**config.mk**
```make
export PLATFORM = sky130hd
export DESIGN_NAME = sbp_result_collector_flat
export DESIGN_NICKNAME = d
export VERILOG_FILES = /design/src/rtl/sbp_result_collector_if.sv /design/src/rtl/sbp_result_collector.sv /design/src/flat_wrapper.sv
export SDC_FILE = /design/constraint.sdc
export NUM_CORES = 1
export LEC_CHECK = 0
export BUFFER_PORTS_ARGS = -buffer_cell sky130_fd_sc_hd__buf_2
export CORE_MARGIN = 3
export CORE_UTILIZATION = 40
export DETAILED_ROUTE_END_ITERATION = 10
export SLEW_MARGIN = 20
export SYNTH_ARGS = -nofsm -noshare
export SYNTH_HDL_FRONTEND = slang
export SYNTH_SLANG_ARGS = --single-unit
```
**constraint.sdc**
```tcl
create_clock -name clk -period 14.05 [get_ports clk]
set_input_delay 2.81 -clock clk [delete_from_list [all_inputs] [get_ports clk]]
set_output_delay 2.81 -clock clk [all_outputs]
set_load 0.1 [all_outputs]
```
**src/rtl/sbp_result_collector_if.sv**
```systemverilog
`default_nettype none
// ============================================================================
// Module      : sbp_result_collector_if
// Description : Lookup-completion and result-drain signals of the collector.
// Revision    : 1.0
// ============================================================================
interface sbp_result_collector_if #(
  parameter int CNT_BITS = 4
);
  logic                issue_i;
  logic                valid_i;
  logic [31:0]         ip_addr_i;
  logic [31:0]         result_i;
  logic [5:0]          stage_id_i;
  logic                out_valid_o;
  logic                out_ready_i;
  logic [31:0]         out_ip_addr_o;
  logic [31:0]         out_result_o;
  logic [5:0]          out_stage_id_o;
  logic                out_hit_o;
  logic                can_issue_o;
  logic [CNT_BITS-1:0] credits_o;
  logic                overflow_o;
  logic                underflow_o;
  logic                issue_err_o;

  // Collector side
  modport slave (
    input  issue_i, valid_i, ip_addr_i, result_i, stage_id_i, out_ready_i,
    output out_valid_o, out_ip_addr_o, out_result_o, out_stage_id_o,
    output out_hit_o, can_issue_o, credits_o,
    output overflow_o, underflow_o, issue_err_o
  );

  // Pipeline / consumer side
  modport master (
    output issue_i, valid_i, ip_addr_i, result_i, stage_id_i, out_ready_i,
    input  out_valid_o, out_ip_addr_o, out_result_o, out_stage_id_o,
    input  out_hit_o, can_issue_o, credits_o,
    input  overflow_o, underflow_o, issue_err_o
  );
endinterface
`default_nettype wire

```
**src/rtl/sbp_result_collector.sv**
```systemverilog
`default_nettype none
// ============================================================================
// Module      : sbp_result_collector
// Description : Credit-managed result FIFO at the tail of the lookup pipeline.
// Revision    : 1.0
// ============================================================================
module sbp_result_collector #(
  parameter int FIFO_DEPTH = 8,
  parameter int CNT_BITS   = $clog2(FIFO_DEPTH) + 1
) (
  input  wire logic             clk,
  input  wire logic             rst,
  sbp_result_collector_if.slave bus
);
  localparam int                  c_ptr_bits   = $clog2(FIFO_DEPTH);
  localparam int                  c_entry_bits = 70;
  localparam logic [CNT_BITS-1:0] c_depth      = CNT_BITS'(FIFO_DEPTH);

  logic [c_entry_bits-1:0] r_mem [FIFO_DEPTH];
  logic [c_ptr_bits-1:0]   r_wr_ptr;
  logic [c_ptr_bits-1:0]   r_rd_ptr;
  logic [CNT_BITS-1:0]     r_count;
  logic [CNT_BITS-1:0]     r_inflight;
  logic [CNT_BITS-1:0]     r_credits;
  logic                    r_overflow;
  logic                    r_underflow;
  logic                    r_issue_err;

  logic                    w_pop;
  logic                    w_push;
  logic                    w_can_issue;
  logic                    w_inc;
  logic                    w_dec;
  logic [CNT_BITS-1:0]     w_count_nxt;
  logic [CNT_BITS-1:0]     w_inflight_nxt;
  logic [CNT_BITS:0]       w_used;
  logic [CNT_BITS-1:0]     w_credits_nxt;
  logic [c_entry_bits-1:0] w_head;

  always_comb begin
    w_pop          = (r_count != '0) && bus.out_ready_i;
    w_push         = bus.valid_i && ((r_count < c_depth) || w_pop);
    w_can_issue    = (r_credits != '0);
    w_inc          = bus.issue_i && w_can_issue;
    // A finished lookup only retires accounting that actually exists.
    w_dec          = bus.valid_i && ((r_inflight != '0) || w_inc);
    w_count_nxt    = r_count + CNT_BITS'(w_push) - CNT_BITS'(w_pop);
    w_inflight_nxt = r_inflight + CNT_BITS'(w_inc) - CNT_BITS'(w_dec);
    w_used         = {1'b0, w_count_nxt} + {1'b0, w_inflight_nxt};
    // Unaccounted (underflow) pushes can overcommit; clamp credits at zero.
    w_credits_nxt  = (w_used >= {1'b0, c_depth}) ? '0 : (c_depth - w_used[CNT_BITS-1:0]);
  end

  always_ff @(posedge clk) begin
    if (rst) begin
      r_wr_ptr    <= '0;
      r_rd_ptr    <= '0;
      r_count     <= '0;
      r_inflight  <= '0;
      r_credits   <= c_depth;
      r_overflow  <= 1'b0;
      r_underflow <= 1'b0;
      r_issue_err <= 1'b0;
    end else begin
      if (w_push) r_wr_ptr <= r_wr_ptr + c_ptr_bits'(1);
      if (w_pop)  r_rd_ptr <= r_rd_ptr + c_ptr_bits'(1);
      r_count    <= w_count_nxt;
      r_inflight <= w_inflight_nxt;
      r_credits  <= w_credits_nxt;
      if (bus.issue_i && !w_can_issue)                  r_issue_err <= 1'b1;
      if (bus.valid_i && !w_push)                       r_overflow  <= 1'b1;
      if (bus.valid_i && (r_inflight == '0) && !w_inc)  r_underflow <= 1'b1;
    end
  end

  // Storage carries no reset; contents are meaningless until written.
  always_ff @(posedge clk) begin
    if (!rst && w_push)
      r_mem[r_wr_ptr] <= {bus.ip_addr_i, bus.result_i, bus.stage_id_i};
  end

  assign w_head             = r_mem[r_rd_ptr];
  assign bus.out_valid_o    = (r_count != '0);
  assign bus.out_ip_addr_o  = w_head[69:38];
  assign bus.out_result_o   = w_head[37:6];
  assign bus.out_stage_id_o = w_head[5:0];
  assign bus.out_hit_o      = (w_head[37:6] != 32'd0);
  assign bus.can_issue_o    = w_can_issue;
  assign bus.credits_o      = r_credits;
  assign bus.overflow_o     = r_overflow;
  assign bus.underflow_o    = r_underflow;
  assign bus.issue_err_o    = r_issue_err;
endmodule
`default_nettype wire

```
**src/flat_wrapper.sv**
```systemverilog
// flat-port wrapper written by rule: the top's interface ports become plain ports
module sbp_result_collector_flat 
#(
  parameter int FIFO_DEPTH = 8,
  parameter int CNT_BITS   = $clog2(FIFO_DEPTH) + 1
)
  (clk, rst, bus_issue_i, bus_valid_i, bus_ip_addr_i, bus_result_i, bus_stage_id_i, bus_out_ready_i, bus_out_valid_o, bus_out_ip_addr_o, bus_out_result_o, bus_out_stage_id_o, bus_out_hit_o, bus_can_issue_o, bus_credits_o, bus_overflow_o, bus_underflow_o, bus_issue_err_o);
  sbp_result_collector_if #(.CNT_BITS(CNT_BITS)) bus_i ();
  input  wire logic clk;
  input  wire logic rst;
  input wire logic [$bits(bus_i.issue_i)-1:0] bus_issue_i;
  input wire logic [$bits(bus_i.valid_i)-1:0] bus_valid_i;
  input wire logic [$bits(bus_i.ip_addr_i)-1:0] bus_ip_addr_i;
  input wire logic [$bits(bus_i.result_i)-1:0] bus_result_i;
  input wire logic [$bits(bus_i.stage_id_i)-1:0] bus_stage_id_i;
  input wire logic [$bits(bus_i.out_ready_i)-1:0] bus_out_ready_i;
  output wire logic [$bits(bus_i.out_valid_o)-1:0] bus_out_valid_o;
  output wire logic [$bits(bus_i.out_ip_addr_o)-1:0] bus_out_ip_addr_o;
  output wire logic [$bits(bus_i.out_result_o)-1:0] bus_out_result_o;
  output wire logic [$bits(bus_i.out_stage_id_o)-1:0] bus_out_stage_id_o;
  output wire logic [$bits(bus_i.out_hit_o)-1:0] bus_out_hit_o;
  output wire logic [$bits(bus_i.can_issue_o)-1:0] bus_can_issue_o;
  output wire logic [$bits(bus_i.credits_o)-1:0] bus_credits_o;
  output wire logic [$bits(bus_i.overflow_o)-1:0] bus_overflow_o;
  output wire logic [$bits(bus_i.underflow_o)-1:0] bus_underflow_o;
  output wire logic [$bits(bus_i.issue_err_o)-1:0] bus_issue_err_o;
  assign bus_i.issue_i = bus_issue_i;
  assign bus_i.valid_i = bus_valid_i;
  assign bus_i.ip_addr_i = bus_ip_addr_i;
  assign bus_i.result_i = bus_result_i;
  assign bus_i.stage_id_i = bus_stage_id_i;
  assign bus_i.out_ready_i = bus_out_ready_i;
  assign bus_out_valid_o = bus_i.out_valid_o;
  assign bus_out_ip_addr_o = bus_i.out_ip_addr_o;
  assign bus_out_result_o = bus_i.out_result_o;
  assign bus_out_stage_id_o = bus_i.out_stage_id_o;
  assign bus_out_hit_o = bus_i.out_hit_o;
  assign bus_can_issue_o = bus_i.can_issue_o;
  assign bus_credits_o = bus_i.credits_o;
  assign bus_overflow_o = bus_i.overflow_o;
  assign bus_underflow_o = bus_i.underflow_o;
  assign bus_issue_err_o = bus_i.issue_err_o;
  sbp_result_collector #(.FIFO_DEPTH(FIFO_DEPTH), .CNT_BITS(CNT_BITS)) u_core (.clk(clk), .rst(rst), .bus(bus_i));
endmodule
```
=== After elaboration in Yosys (flattened, before gate mapping) ===
Memory sizes are Yosys's and may differ from the RTL's. A register that Yosys moved wholly into a read port is not among the register bits.
Cells that the tools add are included.

* Bits in registers: 21
* Bits in writable memories: 560
* Output and inout port bits: 80
* Memories kept: 1

* Add/sub/neg operators: 8
* Order comparisons: 2
* Mux-type cells: 5
* Reductions and logical operators: 21

{| class="wikitable"
|+ Memories
! memory !! depth !! width !! rd ports !! clocked after Yosys merged registers in !! wr ports !! RTL line !! source
|-
| u_core.r_mem || 8 || 70 || 1 || 1 || 1 || sbp_result_collector.sv:19 || <nowiki>logic [c_entry_bits-1:0] r_mem [FIFO_DEPTH];</nowiki>
|}

{| class="wikitable"
|+ Operator list
! operator !! number
|-
| $reduce_bool 32->1 || 1
|-
| $reduce_bool 4->1 || 3
|-
| $logic_and 1x1->1 || 9
|-
| $add 4x1->4 || 2
|-
| $sub 4x1->4 || 2
|-
| $add 3x1->3 const B || 2
|-
| $mux 3 || 2
|-
| $add 4x4->5 || 1
|-
| $ge 5x4->1 const B || 1
|-
| $logic_not 1->1 || 4
|-
| $logic_not 4->1 || 1
|-
| $lt 4x4->1 const B || 1
|-
| $mux 4 || 1
|-
| $sub 4x4->4 const A || 1
|-
| $logic_or 1x1->1 || 2
|-
| $mux 1 || 2
|-
| $reduce_or 2->1 || 1
|}

=== Logic depth before layout (Yosys ltp) ===
Gate-level depths: netlist of the first run.

* Depth in word-level cells: 9
* Mapped depth: 18

=== Worst setup path before layout of the first run ===
OpenSTA, ideal clock, no wires.

* Path kind: input port to flip-flop
* Start: in bus_out_ready_i
* End: mem u_core.r_mem[1][0], enable pin
* Arrival time: 10.050 ns
* Required time: 13.379 ns
* Setup slack: 3.329 ns
* Cell stages on the path: 6
* Path buffers: 0
* Path through: nand2_1 > inv_1 > o21ai_0 > inv_1 > nand2_1 > nor4_1

* Cells in the longest elaborated chain, start to end: 6

{| class="wikitable"
|+ Ends and longest elaborated chain
! element !! RTL line !! source
|-
| start: declaration || flat_wrapper.sv:16 || <nowiki>input wire logic [$bits(bus_i.out_ready_i)-1:0] bus_out_ready_i;</nowiki>
|-
| $logic_and 1x1->1 || sbp_result_collector.sv:41 || <nowiki>w_pop = (r_count != '0) && bus.out_ready_i;</nowiki>
|-
| net u_core.w_pop || sbp_result_collector.sv:29 || <nowiki>logic w_pop;</nowiki>
|-
| $logic_or 1x1->1 || sbp_result_collector.sv:42 || <nowiki>w_push = bus.valid_i && ((r_count < c_depth) || w_pop);</nowiki>
|-
| $logic_and 1x1->1 || sbp_result_collector.sv:42 ||
|-
| $logic_and 1x1->1 || sbp_result_collector.sv:78 || <nowiki>if (!rst && w_push)</nowiki>
|-
| $mux 1 || sbp_result_collector.sv:78 ||
|-
| $mux 1 (implied by the code) || sbp_result_collector.sv:79 || <nowiki>r_mem[r_wr_ptr] <= {bus.ip_addr_i, bus.result_i, bus.stage_id_i};</nowiki>
|-
| end: declaration || sbp_result_collector.sv:19 ||
|}

The timed path passes the listed nets, and every way through them passes these cells.

==> impl_metrics.py, run 1 <==
metrics = {
    "run_status": {
        "status": "complete, no violations",
    },
    "yosys": {
        "synth_area_um2": 22500,
        "synth_flop_cell": "edfxtp_1",
        "synth_most_common_cell": "edfxtp_1",
        "synth_top_area_share_pct": 74.8,
        "yosys.cell_types.count": 40,
        "synthTopCellsByArea": "edfxtp_1, mux4_2, mux2_2, mux2i_1, dfxtp_1",
        "seq_area_frac_synth_pct": 76.9,
        "syn_inst": 1075,
        "synth_edf_count": 560,
        "synth-async-reset-ratio_pct": 0,
        "syn_nets": 1169,
        "synth_area_leader_cell": "edfxtp_1",
        "avgSynthCellArea_um2": 20.9,
        "ys_ff_latch": 584,
        "yosys_warnings": 0,
        "synth_top_cells_by_count": "edfxtp_1, mux2_2, mux4_2",
    },
    "floorplan": {
        "fp.dieW_um": 243,
        "core_um2": 55300,
        "start_util_pct": 40.6,
        "ios": 155,
        "die-height_um": 243,
        "num_rows": 86,
        "die_area_um2": 59100,
    },
    "timing": {
        "grt_setup_unrepaired": "no",
        "fin_ws_ns": 7.11,
        "hold_violations": 0,
        "period_minus_slack_ns": 6.94,
        "timing.slew.headroom_pct": 34.6,
        "fin_crit_sh_pct": 49.4,
        "setup_viol": 0,
        "tns_ns": 0,
        "worst_slew_pin_slew_ns": 0.981,
        "slew_viol_final": 0,
        "skew_ns": 0.0261,
        "fmaxAchievable_mhz": 144,
    },
    "layout": {
        "nFillCells": 4696,
        "fin_area_um2": 26100,
        "multi_input_area_um2": 4850,
        "seq_area_um2": 17300,
        "utilization_pct": 47.1,
        "layout-drive-gt1-share_pct": 33.5,
        "nNetsFinal": 1355,
        "area_growth_syn_to_layout_pct": 15.9,
        "layout.cells.non_filler": 2063,
    },
    "power": {
        "p_per_area_nw_per_um2": 203,
        "vdd_drop_max_mv": 0.110,
        "leakage_nw": 8.46,
    },
    "worst_setup_path": {
        "arrival_ns": 4.13,
        "crit_required_ns": 11.24,
        "start_kind": "register",
        "worst_setup_path_end_kind": "output pin",
        "critPathKind": "register to output pin",
        "crit_fanout": 47,
    },
    "route": {
        "post_drt_wl_per_cell_um": 23.2,
        "dr_total_vias": 10663,
        "viasPerCell": 5.17,
        "postRouteWirelength_um": 47900,
        "first_pass_iters": 5,
        "ant_nets": 0,
        "drtIter0Drc": 588,
        "route.detailed.drc": 0,
    },
    "clock_tree": {
        "insertion_delay_ns": 0.64,
        "htree_num_levels": 2,
        "numClockSinks": 584,
        "post-cts-setup-buffers": 0,
        "clk_pin_slew_ns": 0.06,
        "clk_path_buf_depth": 3,
        "hold_buffers": 0,
        "cts_resized": 0,
        "cts_tree": "built",
        "cts-buffers-inserted": 59,
        "clockRootBuffer": "clkbuf_16",
    },
    "global_route": {
        "grt_max_degree": 59,
        "antenna_found_initial": 8,
        "grt_pass1_vias": 11205,
        "overflow": 0,
        "grtUsageTotal_pct": 16.2,
        "grt_pass1_wl_um": 71700,
    },
    "placement": {
        "dp_cells": 1948,
        "pre_cts_slack_ns": 7.63,
        "gp_congestion": 0.715,
        "numPortBuffers": 154,
        "dp_hpwl_um": 26200,
        "post_dp_cell_area_um2": 24100,
    },
    "min_path": {
        "hold_path.class": "register to register",
    },
    "job": {
        "drv_cap": 0,
    },
}
==> critical path: stages (launching register included) <==
cell and delay [ns]:
dfxtp_4 0.77, buf_4 0.84, buf_4 0.59, mux4_2 0.57, mux2_2 0.30, buf_2 0.30
==> report_power, final <==
group	leakage [nW]	internal, mW	total, mW	switching (mW)
logic	2.30	0.497	1.75	1.25
registers	5.25	1.97	2.02	0.0494
clock network	0.907	0.865	1.52	0.655
==> sequential cells by signal, indices dropped and copies added (netlist names), named ones only <==
name / flops
u_core.bus.issue_err_o: 1
u_core.bus.overflow_o: 1
u_core.r_mem: 560
u_core.r_rd_ptr: 3
u_core.r_count: 4
u_core.r_inflight: 4
u_core.bus.underflow_o: 1
u_core.r_wr_ptr: 3
u_core.bus.credits_o: 4
==> metrics by stage <==
stage | hold slack (ns) | total power [mW]
3_3_place_gp | 0.448 | 3.82
2_1_floorplan | 0.454 | 3.51
4_1_cts | 0.482 | 5.37
3_5_place_dp | 0.468 | 3.83
6_report | 0.475 | 5.29
5_1_grt | 0.527 | 5.51
==> path summary, 6_finish.rpt <==
kind                          startpoint                      end  slack, ns  cells after the start
setup / recovery                register    bus_out_ip_addr_o[29]       7.11                      5
hold / removal    u_core.bus.issue_err_o   u_core.bus.issue_err_o       0.48                      2
hold reg to reg   u_core.bus.issue_err_o   u_core.bus.issue_err_o       0.48                      2
setup reg to reg       u_core.r_count[3]  u_core.bus.credits_o[2]       9.96                     17
==> kinds of logic after synthesis <==
family          Yosys count  share of synthesized area [%]
simple gates             64                           1.46
mux                     242                           15.6
flops                   584                           76.9
fa+ha+maj                20                           1.20
compound gates           78                           2.72
buf+inv                  77                           1.69
xor+xnor                 10                          0.390
==> per-layer routing <==
metal / wire, µm / global-route usage, % / vias up / part of all wire [%]
met4: 1050 / 4.76 / 8 / 2.2
li1: - / - / 4805 / -
met2: 24000 / 27.6 / 231 / 50
met1: 20400 / 20.9 / 5544 / 43
met3: 2350 / 3.41 / 75 / 4.9
met5: 55 / 0 / - / 0.11
==> layout by cell type (no fill, tap or decap), drive strengths merged <==
cell type	n
a21o	3
a21oi	5
a221o	32
a31oi	2
a41o	1
a41oi	1
and2	1
and3	2
buf	177
bufinv	5
clkbuf	66
clkinv	30
clkinvlp	7
dfxtp	24
diode	5
edfxtp	560
fa	3
ha	16
inv	27
maj3	1
mux2	102
mux2i	64
mux4	76
nand2	12
nand2b	3
nand3b	1
nand4	2
nor2	17
nor2b	7
nor3	6
nor4	10
o21ai	1
o22ai	33
or2	1
or3b	1
or4	1
xnor2	6
xor2	4
==> cell type report <==
type,instances,share of cell area (%)
Clock buffer,66,5.77
Antenna cell,5,0.0480
Tap cell,748,3.59
Inverter,25,0.360
Clock inverter,44,1.55
Timing Repair Buffer,177,3.62
Multi-Input combinational cell,414,18.6
Sequential cell,584,66.4
Power figures use the tool's default switching activity.
==> inputs of run 2 (changes only) <==
==> constraint.sdc (replaced) <==
create_clock -name clk -period 7.1 [get_ports clk]
set_input_delay 1.42 -clock clk [delete_from_list [all_inputs] [get_ports clk]]
set_output_delay 1.42 -clock clk [all_outputs]
set_load 0.1 [all_outputs]
==> run 2 against run 1 <==
Count of clock-buffer cells in the layout up 14. Clock power increased by 87%. Critical endpoint is now bus_out_hit_o. Highest routed layer unchanged. Worst hold slack got worse by 0.012 ns.
==> impl_metrics.py, run 2 (same netlist as run 1, synthesis figures left out) <==
metrics = {
    "layout": {
        "area_growth_syn_to_layout_pct": 15.3,
        "largest_reg_flops": 560,
        "mostFrequentLayoutCells": "edfxtp_1, buf_2, mux2_2, mux4_2, mux2i_1",
        "utilization_pct": 46.9,
        "final_common_cell": "edfxtp_1",
        "nNetsFinal": 1355,
        "regMostFlops": "u_core.r_mem",
        "layout-drive-gt1-share_pct": 32.7,
    },
    "timing": {
        "tns_ns": 0,
        "worst_slew_pin_slew_ns": 1.13,
        "fmaxAchievable_mhz": 181,
        "timing.slew.headroom_pct": 24.9,
        "fin_ws_ns": 1.58,
        "hold_violations": 0,
        "skew_ns": 0.0438,
        "grt_setup_unrepaired": "no",
        "slew_viol_final": 0,
        "setup_viol": 0,
        "fin_crit_sh_pct": 77.7,
        "period_minus_slack_ns": 5.52,
    },
    "placement": {
        "gp_congestion": 0.776,
        "pre_cts_slack_ns": 2.23,
        "dp_hpwl_um": 26300,
        "numPortBuffers": 154,
    },
    "route": {
        "viasPerCell": 5.26,
        "drtIter0Drc": 708,
        "post_drt_wl_per_cell_um": 23.5,
        "ant_nets": 0,
        "route.detailed.drc": 0,
        "dr_total_vias": 10821,
        "postRouteWirelength_um": 48200,
        "first_pass_iters": 4,
    },
    "worst_setup_path": {
        "cp_top_family": "buffers and inverters",
        "arrival_ns": 4.10,
        "crit_buf_inv": 2,
        "r2r_start": "u_core.r_count[3]",
        "path_depth": 8,
        "slowest_stage": "dfxtp_4",
        "start_kind": "register",
        "crit_fanout": 104,
        "worst_setup_path_end_kind": "output pin",
        "path_cells": "buf_12 -> mux2i_1 -> o22ai_1 -> a221o_1 -> nor4_1 -> nand4_1 -> or2_1 -> buf_2",
        "r2r_end": "u_core.bus.credits_o[2]",
        "crit_required_ns": 5.68,
        "max_stage_delay_ns": 0.81,
        "rrSetupSlack_ns": 3.10,
        "critPathKind": "register to output pin",
        "worst-r2r-cell-count": 17,
    },
    "power": {
        "leakage_nw": 8.42,
        "p_per_area_nw_per_um2": 398,
        "vdd_drop_max_mv": 0.290,
        "report.power.total_mw": 10.3,
    },
    "clock_tree": {
        "hold_buffers": 0,
        "clockRootBuffer": "clkbuf_16",
        "clk_path_buf_depth": 3,
        "cts_resized": 0,
        "numClockSinks": 584,
        "htree_num_levels": 2,
        "cts_tree": "built",
        "post-cts-setup-buffers": 0,
        "clk_pin_slew_ns": 0.06,
        "cts-buffers-inserted": 60,
        "insertion_delay_ns": 0.63,
    },
    "run_status": {
        "status": "complete, no violations",
    },
    "floorplan": {
        "num_rows": 86,
        "die-height_um": 243,
        "core_um2": 55300,
        "ios": 155,
        "die_area_um2": 59100,
        "start_util_pct": 40.6,
        "fp.dieW_um": 243,
    },
    "min_path": {
        "hold_path.class": "register to register",
        "hold_path_end": "u_core.bus.overflow_o",
        "holdPathStages": 2,
        "min_from": "u_core.bus.overflow_o",
    },
    "global_route": {
        "grt_pass1_wl_um": 73800,
        "grtUsageTotal_pct": 16.6,
        "grt_max_degree": 105,
        "grt_pass1_vias": 11495,
        "overflow": 0,
        "antenna_found_initial": 7,
    },
    "job": {
        "drv_cap": 0,
    },
}
-- run 2: worst max-delay path by stage --
| stage | start | end | slack (ns) |
|---|---|---|---|
| after floorplan | bus_out_ready_i | u_core.r_mem[1][0] | -2.23 |
| after global placement | register | bus_out_hit_o | 2.24 |
| after detailed placement | register | bus_out_hit_o | 2.23 |
| after CTS | register | bus_out_hit_o | 1.53 |
| after global routing | register | bus_out_hit_o | 1.42 |
| final | register | bus_out_hit_o | 1.58 |
-- run 2: power breakdown --
part	switching (mW)	total, mW	internal (mW)
registers	0.0856	3.99	3.90
logic	2.49	3.48	0.993
clock network	1.25	2.84	1.59
total	3.83	10.3	6.48
-- run 2: area by class of cell --
| cell class | instances | area (µm²) |
|---|---|---|
| Clock buffer | 80 | 1580 |
| Clock inverter | 26 | 185 |
| Timing Repair Buffer | 176 | 948 |
| Inverter | 25 | 93.8 |
| Fill cell | 4699 | 29400 |
| Antenna cell | 3 | 7.51 |
| Tap cell | 748 | 936 |
| Multi-Input combinational cell | 414 | 4860 |
| Sequential cell | 584 | 17300 |
-- run 2: worst register-to-register path: cells and delay by family, from the launching register on --
family          cells  cell delay, ns
fa+ha+maj           5            1.37
simple gates        4            0.94
compound gates      3            0.75
buf+inv             5            0.56
flops               1            0.31
-- run 2: routing by layer --
layer / track usage, % / wire length (µm) / part of all wire (%) / vias to the layer above
met3: 3.44 / 2390 / 5.0 / 71
met2: 27.5 / 23800 / 49 / 260
met1: 22.4 / 21000 / 44 / 5684
met4: 4.59 / 1030 / 2.1 / 6
li1: - / - / - / 4800
met5: 0 / 40 / 0.083 / -
-- run 2: metrics by stage --
step / instance area [µm²] / cells / hold WS, ns
after CTS: 25900 / 2053 / 0.470
after floorplan: 22500 / 1075 / 0.454
after detailed placement: 24100 / 1947 / 0.456
after global routing: 25900 / 2055 / 0.506
final: 25900 / 2056 / 0.464
after global placement: 24100 / 1947 / 0.448
==> inputs of run 3 (changes only) <==
==> constraint.sdc (replaced) <==
create_clock -name clk -period 5.1 [get_ports clk]
set_input_delay 1.02 -clock clk [delete_from_list [all_inputs] [get_ports clk]]
set_output_delay 1.02 -clock clk [all_outputs]
set_load 0.1 [all_outputs]
==> run 3 against run 2 <==
Count of clock-buffer cells in the layout is 8 lower. Flip-flop and latch count unchanged. Sequential share of layout area down 0.97 points.
==> impl_metrics.py, run 3 (same netlist as run 1, synthesis figures left out) <==
metrics = {
    "run_status": {
        "status": "complete, no violations",
    },
    "worst_setup_path": {
        "worst_setup_path_end_kind": "output pin",
        "path_cells": "buf_12 -> mux2i_1 -> o22ai_1 -> a221o_1 -> nor4_1 -> nand4_1 -> or2_1 -> buf_2",
        "critPathKind": "register to output pin",
        "start_kind": "register",
        "arrival_ns": 3.58,
        "slowest_stage": "dfxtp_4",
        "crit_fanout": 26,
        "max_stage_delay_ns": 0.67,
        "crit_required_ns": 4.08,
        "crit_buf_inv": 2,
        "cp_top_family": "simple AND/OR/NAND/NOR gates",
    },
    "clock_tree": {
        "numClockSinks": 584,
        "cts_tree": "built",
        "insertion_delay_ns": 0.64,
        "clockRootBuffer": "clkbuf_16",
        "htree_num_levels": 2,
        "cts_resized": 0,
        "clk_path_buf_depth": 3,
        "hold_buffers": 0,
        "cts-buffers-inserted": 60,
        "clk_pin_slew_ns": 0.06,
        "post-cts-setup-buffers": 0,
    },
    "floorplan": {
        "fp.dieW_um": 243,
        "die-height_um": 243,
        "num_rows": 86,
        "die_area_um2": 59100,
        "start_util_pct": 40.6,
        "ios": 155,
        "core_um2": 55300,
    },
    "timing": {
        "fin_ws_ns": 0.499,
        "whs_ns": 0.473,
        "setup_viol": 0,
        "skew_ns": 0.0424,
        "timing.slew.headroom_pct": 38.8,
        "period_minus_slack_ns": 4.60,
        "worst_slew_pin_slew_ns": 0.918,
        "slew_viol_final": 0,
        "fmaxAchievable_mhz": 217,
        "fin_crit_sh_pct": 90.2,
        "tns_ns": 0,
        "grt_setup_unrepaired": "no",
        "hold_violations": 0,
    },
    "global_route": {
        "grt_max_degree": 71,
        "antenna_found_initial": 8,
        "overflow": 0,
        "grt_pass1_wl_um": 72000,
        "grt_pass1_vias": 11368,
        "grtUsageTotal_pct": 16.1,
    },
    "placement": {
        "dp_cells": 1954,
        "numPortBuffers": 154,
        "pre_cts_slack_ns": 0.995,
        "gp_congestion": 0.730,
        "dp_hpwl_um": 26500,
    },
    "layout": {
        "mostFrequentLayoutCells": "edfxtp_1, buf_2, mux2_2, mux4_2, mux2i_1",
        "utilization_pct": 47.6,
        "area_growth_syn_to_layout_pct": 17.0,
        "nNetsFinal": 1363,
        "layout-drive-gt1-share_pct": 34.2,
        "layout.cells.non_filler": 2071,
        "final_common_cell": "edfxtp_1",
        "nFillCells": 4662,
        "regMostFlops": "u_core.r_mem",
        "largest_reg_flops": 560,
        "seq_area_um2": 17300,
        "multi_input_area_um2": 4880,
    },
    "route": {
        "dr_total_vias": 10777,
        "post_drt_wl_per_cell_um": 22.7,
        "route.detailed.drc": 0,
        "ant_nets": 0,
        "viasPerCell": 5.20,
        "drtIter0Drc": 705,
        "first_pass_iters": 4,
        "postRouteWirelength_um": 47100,
    },
    "min_path": {
        "hold_path.class": "register to register",
    },
    "job": {
        "drv_cap": 0,
    },
    "power": {
        "vdd_drop_max_mv": 0.367,
        "leakage_nw": 8.60,
        "p_per_area_nw_per_um2": 561,
    },
}
## run 3: layer usage
| metal | global-route usage (%) | wire length (µm) |
|---|---|---|
| met3 | 3.52 | 2440 |
| met1 | 21.1 | 19900 |
| met4 | 4.60 | 1060 |
| met5 | 0 | 66 |
| met2 | 27.0 | 23600 |
## run 3: final cells by class
class / count / area share [%]
diodes: 3 / 0.0285
clock buffers: 72 / 6.03
clock inverters: 41 / 1.61
repair buffers: 184 / 4.05
well taps: 748 / 3.56
inverters: 25 / 0.357
flip-flops and latches: 584 / 65.8
multi-input cells: 414 / 18.6
## run 3: tightest hold or removal path, stage by stage, from the launching register on
cell and delay (ns):
dfxtp_1 0.33, a41oi_1 0.04, nor2_1 0.07
## run 3: worst paths after layout
path,from,depth (start not counted),slack (ns),to
setup / recovery,register,8,0.50,bus_out_hit_o
hold / removal,u_core.bus.underflow_o,2,0.47,u_core.bus.underflow_o
setup reg to reg,u_core.r_count[3],18,1.13,u_core.bus.credits_o[1]
hold reg to reg,u_core.bus.underflow_o,2,0.47,u_core.bus.underflow_o
## run 3: through the flow
| step | area [µm²] | total power, mW |
|---|---|---|
| global route | 26300 | 15.4 |
| floorplan | 22500 | 9.66 |
| detailed placement | 24300 | 10.6 |
| CTS | 26300 | 15.0 |
| global placement | 24300 | 10.6 |
| finish | 26300 | 14.8 |
## run 3: power breakdown
group	switching (mW)	leakage [nW]	total, mW	internal [mW]
clock network	1.81	0.980	4.34	2.53
registers	0.124	5.25	5.56	5.43
logic	3.46	2.37	4.85	1.40
total	5.40	8.60	14.8	9.36
